`src/rtl/ro_measure_ctrl.sv`:
```
// rtl/ro_measure_ctrl.sv - ring-oscillator measurement sequencer (clear, gate, settle, capture)
//
// Parameters:
//   SETTLE_CYC  idle cycles between ro_en deassertion and the count sample (1..15)
//   CNT_W       width of the external ring-oscillator counter
// Ports:
//   clk, rst_n         system clock, synchronous active-low reset
//   start              measurement request, only honoured in IDLE
//   auto               sweep oscillators 0..3 when sampled with start
//   sel                oscillator for a single measurement
//   gate_len           gate window in cycles (0 means 256)
//   shift              right shift applied to the raw count
//   ro_cnt             external counter value
//   ro_sel             oscillator mux select
//   ro_en              oscillator / counter enable
//   ro_clr             one-cycle counter clear
//   busy               high whenever not IDLE
//   done               one-cycle pulse when result is updated
//   result             scaled, saturated count
//   result_sel         oscillator index belonging to result
//   ovf                last result was saturated
module ro_measure_ctrl #(
    parameter int SETTLE_CYC = 4,
    parameter int CNT_W      = 16
) (
    input  logic             clk,
    input  logic             rst_n,
    input  logic             start,
    input  logic             auto,
    input  logic [1:0]       sel,
    input  logic [7:0]       gate_len,
    input  logic [2:0]       shift,
    input  logic [CNT_W-1:0] ro_cnt,
    output logic [1:0]       ro_sel,
    output logic             ro_en,
    output logic             ro_clr,
    output logic             busy,
    output logic             done,
    output logic [7:0]       result,
    output logic [1:0]       result_sel,
    output logic             ovf
);

    typedef enum logic [2:0] {
        S_IDLE    = 3'd0,
        S_CLEAR   = 3'd1,
        S_GATE    = 3'd2,
        S_SETTLE  = 3'd3,
        S_CAPTURE = 3'd4,
        S_DONE    = 3'd5
    } state_t;

    state_t state, state_next;

    logic [7:0]       gate_len_q;
    logic [2:0]       shift_q;
    logic             auto_q;
    logic [1:0]       chan;
    logic [7:0]       cnt;
    logic [CNT_W-1:0] scaled;
    logic             sat;

    // chan only changes on the edge that enters CLEAR, so it doubles as the
    // mux select and naturally holds its value while idle.
    assign ro_sel = chan;
    assign ro_en  = (state == S_GATE);
    assign ro_clr = (state == S_CLEAR);
    assign busy   = (state != S_IDLE);
    assign done   = (state == S_DONE);

    assign scaled = ro_cnt >> shift_q;
    assign sat    = (scaled > CNT_W'(255));

    always_ff @(posedge clk) begin
        if (!rst_n) begin
            state <= S_IDLE;
        end else begin
            state <= state_next;
        end
    end

    always_comb begin
        state_next = state;
        case (state)
            S_IDLE: begin
                if (start) begin
                    state_next = S_CLEAR;
                end
            end
            S_CLEAR: begin
                state_next = S_GATE;
            end
            S_GATE: begin
                if (cnt == 8'd0) begin
                    state_next = S_SETTLE;
                end
            end
            S_SETTLE: begin
                if (cnt == 8'd0) begin
                    state_next = S_CAPTURE;
                end
            end
            S_CAPTURE: begin
                state_next = S_DONE;
            end
            S_DONE: begin
                if (auto_q && (chan != 2'd3)) begin
                    state_next = S_CLEAR;
                end else begin
                    state_next = S_IDLE;
                end
            end
            default: begin
                state_next = S_IDLE;
            end
        endcase
    end

    always_ff @(posedge clk) begin
        if (!rst_n) begin
            gate_len_q <= 8'd0;
            shift_q    <= 3'd0;
            auto_q     <= 1'b0;
            chan       <= 2'd0;
            cnt        <= 8'd0;
            result     <= 8'd0;
            result_sel <= 2'd0;
            ovf        <= 1'b0;
        end else begin
            case (state)
                S_IDLE: begin
                    if (start) begin
                        gate_len_q <= gate_len;
                        shift_q    <= shift;
                        auto_q     <= auto;
                        chan       <= auto ? 2'd0 : sel;
                    end
                end
                S_CLEAR: begin
                    // gate_len of 0 wraps to 255, giving a 256-cycle window.
                    cnt <= gate_len_q - 8'd1;
                end
                S_GATE: begin
                    if (cnt == 8'd0) begin
                        cnt <= 8'(SETTLE_CYC - 1);
                    end else begin
                        cnt <= cnt - 8'd1;
                    end
                end
                S_SETTLE: begin
                    cnt <= cnt - 8'd1;
                end
                S_CAPTURE: begin
                    result     <= sat ? 8'hFF : 8'(scaled);
                    ovf        <= sat;
                    result_sel <= chan;
                end
                S_DONE: begin
                    if (auto_q && (chan != 2'd3)) begin
                        chan <= chan + 2'd1;
                    end
                end
                default: begin
                end
            endcase
        end
    end

endmodule

```
`config.mk`:
```
export PLATFORM = sky130hd
export DESIGN_NAME = ro_measure_ctrl
export DESIGN_NICKNAME = d
export VERILOG_FILES = /design/src/rtl/ro_measure_ctrl.sv
export SDC_FILE = /design/constraint.sdc
export NUM_CORES = 1
export LEC_CHECK = 0
export ABC_AREA = 1
export CAP_MARGIN = 40
export CORE_ASPECT_RATIO = 1.2
export CORE_MARGIN = 2
export CORE_UTILIZATION = 54
export DETAILED_ROUTE_END_ITERATION = 8
export HOLD_SLACK_MARGIN = 0.1
export PLACE_DENSITY = 0.95
export SYNTH_ARGS = -nofsm -noshare
export SYNTH_HDL_FRONTEND = slang
export SYNTH_SLANG_ARGS = --single-unit
```
`constraint.sdc`:
```
create_clock -name clk -period 3.3 [get_ports clk]
set_clock_uncertainty 0.05 [all_clocks]
set_input_delay 0.66 -clock clk [delete_from_list [all_inputs] [get_ports clk]]
set_output_delay 0.66 -clock clk [all_outputs]
set_load 0.01 [all_outputs]
```
# --- After elaboration in Yosys (flattened, before gate mapping) ---
# Index checks and enable logic that the tools add are counted.
classes:
  mux: 12
  add_sub_neg: 3
  n_shift: 1
  n_bitwise: 0
  eq_ne: 10
  order_cmp: 1
  n_reduce_logical: 9
  n_mul: 0
  div: 0
op_table:
  columns: ["op", "n"]
  rows:
  - ["8-bit case mux with 3 select lines", 1]
  - ["3-bit case mux with 6 select lines", 1]
  - ["16-bit by 8-bit > comparator with 1-bit output (second input constant)", 1]
  - ["8-bit two-way mux", 2]
  - ["16-bit by 3-bit right shift with 16-bit output", 1]
  - ["8-bit by 1-bit subtractor with 8-bit output (second input constant)", 2]
  - ["3-bit two-way mux", 3]
  - ["8-bit zero test", 1]
  - ["3-bit by 2-bit equality test with 1-bit output (second input constant)", 2]
  - ["3-bit equality test (second input constant)", 2]
  - ["2-bit two-way mux", 3]
  - ["2-bit inequality test (second input constant)", 3]
  - ["3-bit AND reduction", 2]
  - ["3-bit nonzero test", 2]
  - ["2-bit by 1-bit inequality test with 1-bit output (second input constant)", 2]
  - ["2-bit case mux with 2 select lines", 1]
  - ["3-bit by 1-bit equality test with 1-bit output (second input constant)", 1]
  - ["3-bit zero test", 1]
  - ["2-bit by 1-bit adder with 2-bit output (second input constant)", 1]
  - ["2-bit AND reduction", 1]
  - ["2-bit nonzero test", 1]
  - ["1-bit logical AND", 1]
  - ["1-bit two-way mux", 1]
totals:
  romBits: 0
  mem_bits_rw: 0
  output_inout_bits: 17
  latch_bits: 0
  mem_count: 0
  inputBits: 33
  register_bits: 36

# --- Longest topological paths before layout ---
depth:
  ltp_word: 4
  mapped_depth: 10
  mapped_depth_nobuf: 10

# --- Worst setup path before layout ---
# OpenSTA, ideal clock, no wires.
synth_timing:
  path_kind: "flip-flop to output port"
  start: "register state[1]"
  end: "output ro_en"
  path_stages_with_launch: 5
  t_arrival_ns: 0.868
  slack_ns: 1.722
  cell_sequence: "dfxtp_1 -> inv_1 -> nor2_2 -> nand2_1 -> inv_1"
synth_via:
  elab_chain_len: 1
synth_lines:
  columns: ["item", "line_no", "source"]
  rows:
  - ["start, declared", "53", "state_t state, state_next;"]
  - ["start signal, assigned", "78", "state <= state_next;"]
  - ["3-bit by 2-bit equality test with 1-bit output", "66", "assign ro_en = (state == S_GATE);"]
  - ["end, declared", "35", "output logic ro_en,"]
# No other way between the ends.

# --- Worst setup path in the final report ---
# Ends and elaborated chain as after synthesis.

==> metrics <==
CTS Hold Bufs 0; antenna violations before repair 0; reg2reg end result[7]; GR peak layer met2; Post-synth top cells nand2_1, nor2_1, inv_1; Ys Warns 0; Tightest Hold Check Type register to register; I/O pins 50; number of global-route vias before repair approximately 2300; Final Max Tran Viols 0; global-route wire length before repair 9340 µm; syn_area_per_cell 6.16 µm²; Worst Setup Slack, final 0.716 ns; Area contributors post-synth dfxtp_1, nand2_1, nand3_1; worst skew pair latency 0.29 ns; Worst slew margin 56.8%; EDFF count, synth 0; Reg clk slew, reported paths 0.07 ns; Cell Pwr Density 740 nW/µm²; DIE AREA ~4700 µm²; CTS tree built; static leakage 1.32 nW; Synth Instances 364; # rows 25; GR Util met2 46.5%; DR WL/cell 11.9 µm; maximum fanout along the worst path 5; # Post-CTS Setup Buffers 0; outcome complete, no violations; fin area 2830 µm²; met3 usage between 5 and 6%; via count 2487; Starting Density a little under three fifths; setup_tns 0 ns; CP arrival 1.87 ns; Worst Setup Start Kind register; IO Port Bufs 49; die height 74.6 µm; Final Cycle Share 78.3%; worst r2r src shift_q[0]; Detailed Routing Iterations Pass 1 5; pin count of the biggest net entering global routing 24; Initial DRC Count 193; Seq/Total Area, Yosys 32.1%; RSZ-0062 raised after global routing false; global route total overflow 0; Core ar. 3970 µm²; crit path kind register to output port; DRT antenna net count 0; Final nets 445; count leader, synth nand2_1; gpl congestion 0.947; Layout area overhead 26.0%; worst min-delay path endpoint gate_len_q[7]; mapped cell area 2240 µm²; top cell type's share of synthesized area 32.1%; CP Capture Type output port; met1 Usage GRT ~28%; pre-CTS WS ~1.1 ns; Post-DP HPWL 4080 µm; WHS Path Cells 2; post-layout util 71.1%; Worst R2R Setup Slack 1.40 ns; endpoints failing setup 0; Main synth FF type dfxtp_1; worst-margin pin slew 0.641 ns; Bufs on Longest Clock Path 2; Die Span X 62.8 µm; # Max-Cap Violations 0; H-tree Lvls 2; number of diodes 0; CTS Sinks 36; Final Hold Viols 0; Worst IR Drop VDD 0.000360 V; Worst EP required 2.59 ns; #FFs+latches synth 36; routed vias/inst 5.36; WL final roughly 5500 µm; root buffer cell clkbuf_8; fillers 346; layout cell share with drive strength beyond 1 between 5 and 6%; post-synth top area cell dfxtp_1; total CTS buffers 5; ys async rst share 0%; post_cts resized 0; min Tclk post-route 2.58 ns; Yosys cell types 29; Hold Startpoint gate_len_q[7]; syn_nets 400; FMAX 0.387 GHz; DP Area 2740 µm²; All-Layer GR Usage 25.5%; number of remaining DRC errors 0; Reg2Reg Depth 9
==> logic make-up after synthesis <==
group	after synthesis	synth area share, %
AO/OA/AOI/OAI	70	17.3
adder cells (fa/ha/maj)	3	1.67
XOR/XNOR	5	1.95
AND/OR/NAND/NOR	191	35.8
buffers and inverters	59	11.2
flip-flops	36	32.1
==> through the flow <==
stage / hold slack [ns] / std cells / total power, mW
3_5_place_dp: 0.425 / 456 / 1.76
3_3_place_gp: 0.413 / 456 / 1.72
6_report: 0.436 / 464 / 2.09
4_1_cts: 0.433 / 464 / 2.08
5_1_grt: 0.445 / 464 / 2.29
2_1_floorplan: 0.394 / 364 / 1.49
==> routing by layer <==
metal	routed length, µm	vias up
met5	0	-
met4	194	0
met3	300	22
met2	2730	94
met1	2300	1113
li1	-	1258
==> flip-flops by register name, indices dropped and copies added, names as in the netlist <==
signal      count
auto_q          1
shift_q         3
ovf             1
result          8
state           3
cnt             8
result_sel      2
ro_sel          2
gate_len_q      8
==> power breakdown <==
group / switching (mW) / leakage (nW) / internal, mW
clock: 0.168 / 0.0479 / 0.147
sequential: 0.123 / 0.296 / 0.548
combinational: 0.690 / 0.976 / 0.415
==> critical path: stages, from the launching register on <==
cell,delay [ns]
dfxtp_1,0.47
inv_1,0.14
nor2_2,0.21
nand2_1,0.12
inv_1,0.11
clkdlybuf4s50_1,0.54
==> placed cells by master, fill, tap and decap left out, types with 2 or more instances in the layout <==
master             n
nand4_1            4
clkinv_2           2
a21oi_1           23
buf_4              2
dfxtp_1           36
xor2_1             5
a31oi_1            3
ha_1               3
nand2_1          100
o21ai_1            4
o21ai_0           34
nor2_1            42
nor3_1             3
clkdlybuf4s50_1   49
clkbuf_8           5
nand3_1           37
inv_2              4
inv_1             41
==> final cells by class <==
class / instances / area [µm²] / area share, %
Timing Repair Buffer: 51 / 505 / 17.9
Sequential cell: 36 / 721 / 25.5
Clock buffer: 5 / 68.8 / 2.43
Tap cell: 54 / 67.6 / 2.39
Clock inverter: 3 / 18.8 / 0.664
Multi-Input combinational cell: 269 / 1270 / 45.0
Inverter: 46 / 173 / 6.11
==> worst max-delay path by stage <==
stage,slack [ns],start,endpoint,cells past startpoint
2_1_floorplan,1.72,state[1],ro_en,4
3_3_place_gp,1.15,start,ro_sel[0],7
3_5_place_dp,1.06,state[1],ro_en,5
4_1_cts,0.73,state[1],ro_en,5
5_1_grt,0.58,state[1],ro_en,5
6_report,0.72,state[1],ro_en,5
Power figures use the tool's default switching activity.
==> edit 1, RTL diff (same flow settings) <==
The 6 states of `state_t` get a Gray code encoding in 3 bits.
--- a/src/rtl/ro_measure_ctrl.sv
+++ b/src/rtl/ro_measure_ctrl.sv
@@ -43,10 +43,10 @@
 
     typedef enum logic [2:0] {
-        S_IDLE    = 3'd0,
-        S_CLEAR   = 3'd1,
-        S_GATE    = 3'd2,
-        S_SETTLE  = 3'd3,
-        S_CAPTURE = 3'd4,
-        S_DONE    = 3'd5
+        S_IDLE    = 3'b000,
+        S_CLEAR   = 3'b001,
+        S_GATE    = 3'b011,
+        S_SETTLE  = 3'b010,
+        S_CAPTURE = 3'b110,
+        S_DONE    = 3'b111
     } state_t;
 
Behaviour: same outputs for any inputs over 10 cycles, from zero or initial values and one cycle with rst_n low; not proved beyond that.
==> edit 1 against the unedited design <==
Maximum frequency is 7.7% higher; sequential cell count stayed put; setup slack better by 190 ps; sequential power is 1% lower; area after synthesis is 2.4% higher; wire length is 4.4% higher; design area is 2.5% higher; utilization is 1.6 points lower; power is 6.3% higher; critical path depth stayed put; combinational power is 5% higher.
==> edit 1: results (changes against the unedited design) <==
- The met3 layer usage reported by global route was 5.91% (was 5.30%).
- Routed vias/inst: 5.28 (was 5.36)
* Filler cells: 371 (was 346)
- The total cell area at the placement stage came to 0.00279 mm² (was 0.00274 mm²).
- The number of clock-tree buffers in the layout is 6 (was 5).
- The switching share of total power is 46.0% (was 46.9%).
- Post-Place Setup Slack: 884 ps (was 1060 ps)
* Number of placed instances with taps included: 457 (was 456)
- Non-clock buffer contribution to total cell area: 17.2% (was 17.9%)
- Share of post-route cells with drive strength above 1: 7.09% (was 5.12%)
- The global-route wire length before repair is 9670 µm (was 9340 µm).
* Initial DRC Count: 129 (was 193)
- Number of global-route vias before repair: 2386 (was 2267)
- Largest cells by area after synthesis: sky130_fd_sc_hd__dfxtp_1, sky130_fd_sc_hd__nand2_1, sky130_fd_sc_hd__nand3_1 (unchanged).
- Start point of the critical path: state[0]$_SDFFE_PN0P_ (was state[1]$_SDFFE_PN0P_)
* Fraction of met1 tracks used by global routing: 25.0% (was 27.8%)
* Run status: finished clean (unchanged)
- Static Leak: 0.00133 µW (was 0.00132 µW)
* VDD IR-drop max: 0.000317 V (was 0.000360 V)
- Count of distinct cell types in the synthesized netlist: 34 (was 29)
- The routed length per placed instance came to 12.4 µm (was 11.9 µm).
- The HPWL after detailed placement is 4160 µm (was 4080 µm).
- Register-to-register setup slack: 1310 ps (was 1400 ps)
* Leading post-synthesis cells by instance count: sky130_fd_sc_hd__nand2_1, sky130_fd_sc_hd__nor2_1, sky130_fd_sc_hd__inv_1, sky130_fd_sc_hd__nand3_1, sky130_fd_sc_hd__dfxtp_1 (unchanged)
* Critical-path maximum fanout: 4 (was 5)
- Final Wtd Congestion: 0.934 (was 0.947)
- The instance count of the mapped netlist is 363 (was 364).
- Overall global routing resource usage: 25.5% (about the same)
- The detailed-router iteration count before antenna repair is 7 (was 5).
-- edit 1: logic make-up (layout without fill, tap and decap cells) --
kind of cell / count (synthesis) / in the layout / synth area share, %
AOI/OAI and AO/OA: 73 / 73 / 18.7
xor gates and xnor gates: 4 / 4 / 1.53
DFF: 36 / 36 / 31.4
buffers and inverters: 58 / 104 / 10.9
and+or+nand+nor: 188 / 188 / 35.3
adders and majority gates: 4 / 4 / 2.18
-- edit 1: power groups by stage --
stage	sequential, µW	clock (µW)	combinational, µW
after floorplan	623	0	912
after global placement	664	0	1100
after detailed placement	666	0	1140
after CTS	659	394	1150
after global routing	678	411	1320
final	663	393	1170
-- edit 1: layer usage --
| metal | vias up | share of wire (%) |
|---|---|---|
| met5 | - | 0 |
| met4 | 0 | 2.2 |
| met3 | 12 | 6.3 |
| met2 | 75 | 52 |
| met1 | 1094 | 40 |
| li1 | 1272 | - |
==> edit 2, RTL diff (same flow settings) <==
Made on the original files. `CNT_W`: 16 -> 32.
--- a/src/rtl/ro_measure_ctrl.sv
+++ b/src/rtl/ro_measure_ctrl.sv
@@ -22,5 +22,5 @@
 module ro_measure_ctrl #(
     parameter int SETTLE_CYC = 4,
-    parameter int CNT_W      = 16
+    parameter int CNT_W      = 32
 ) (
     input  logic             clk,
Ports: changed (resized ro_cnt); port bits go from 50 to 66. The function was not compared with the original's and may differ.
==> edit 2 against the unedited design <==
Die area increased by 8.8%; register-to-register slack worse by 600 ps; highest routed layer unchanged; power is 6.1% higher; design area up 13%; area after synthesis rose by 9.3%; wire length is 9.4% higher; setup slack worse by 130 ps; global-route usage shrank 0.65 points; sequential cell count stayed put.
==> edit 2: results (changes against the unedited design) <==
- The fraction of the mapped netlist area in compound gates came to 17.8% (was 17.3%).
- Share of post-route cells with drive strength above 1: 2.70% (was 5.12%)
- The internal power summed over all cells came to 1200 µW (was 1110 µW).
- The area share of buffers outside the clock network came to 20.5% (was 17.9%).
- The global placer's final weighted congestion came to 0.875 (was 0.947).
- The total cell area at the placement stage came to 0.00311 mm² (was 0.00274 mm²).
- The total clock network power is 327 µW (was 316 µW).
- Post-synth net total: 476 (was 400)
- The total combinational power was 1200 µW (was 1110 µW).
- Data arrival time at the worst-slack endpoint: 2010 ps (was 1870 ps)
* Sum of met2 wire segment lengths after detailed routing: 3200 µm (was 2730 µm)
- Run status: finished clean (unchanged).
* Initial DRC Count: 167 (was 193)
- The sequential cell count was 36 (unchanged).
- The count of multi-input gates was 324 (was 269).
- Pin slew with the least headroom to its limit: 936 ps (was 641 ps)
- XOR/XNOR share of the synthesized area: 2.14% (was 1.95%)
- Post-Syn Instances: 423 (was 364)
* Final Cell Area: 0.00320 mm² (was 0.00283 mm²)
- The share of cell area taken by multi-input logic gates is 46.4% (was 45.0%).
- The port buffer count is 65 (was 49).
- The worst flop-to-flop path endpoint is result[3]$_SDFFE_PN0P_ (was result[7]$_SDFFE_PN0P_).
- Leading post-synthesis cells by instance count: sky130_fd_sc_hd__nand2_1, sky130_fd_sc_hd__nor2_1, sky130_fd_sc_hd__inv_1, sky130_fd_sc_hd__o21ai_0, sky130_fd_sc_hd__dfxtp_1 (was sky130_fd_sc_hd__nand2_1, sky130_fd_sc_hd__nor2_1, sky130_fd_sc_hd__inv_1, sky130_fd_sc_hd__nand3_1, sky130_fd_sc_hd__dfxtp_1).
- Total half-perimeter wirelength after legalization and detailed placement: 4710 µm (was 4080 µm)
- Drt wl/cell: 11.3 µm (was 11.9 µm)
- VDD IR-drop max: 0.000281 V (was 0.000360 V)
* Fraction of met1 tracks used by global routing: 27.6% (was 27.8%)
- Static Leak: 0.00147 µW (was 0.00132 µW)
- The largest fanout of any net on the critical path was 8 (was 5).
- The number of distinct standard cells referenced by the synthesized netlist is 26 (was 29).
- The global-route wire length before repair is 10100 µm (was 9340 µm).
- Filler cells: 386 (was 346)
* Number of placed instances with taps included: 529 (was 456)
## edit 2: cell types whose count changed after synthesis, moves of 7 or more
cell	before	now
sky130_fd_sc_hd__nor2_1	42	57
sky130_fd_sc_hd__nand2_1	100	130
sky130_fd_sc_hd__nand4_1	4	11
sky130_fd_sc_hd__nand3_1	37	26
sky130_fd_sc_hd__o21ai_0	34	44
## edit 2: stage by stage
step	hold WS (ps)	util, %	total power (µW)	setup WS, ps
detailed placement	429	71.9	1880	849
global placement	409	71.9	1840	913
global route	487	74.0	2430	478
floorplan	397	-	1570	1620
finish	435	74.0	2220	584
CTS	439	74.0	2210	600
## edit 2: worst max-delay path: stages, from the launching register on
cell and delay (ps):
sky130_fd_sc_hd__dfxtp_1 380, sky130_fd_sc_hd__inv_1 100, sky130_fd_sc_hd__nor2_2 240, sky130_fd_sc_hd__inv_1 210, sky130_fd_sc_hd__nor2_1 210, sky130_fd_sc_hd__clkdlybuf4s50_1 570
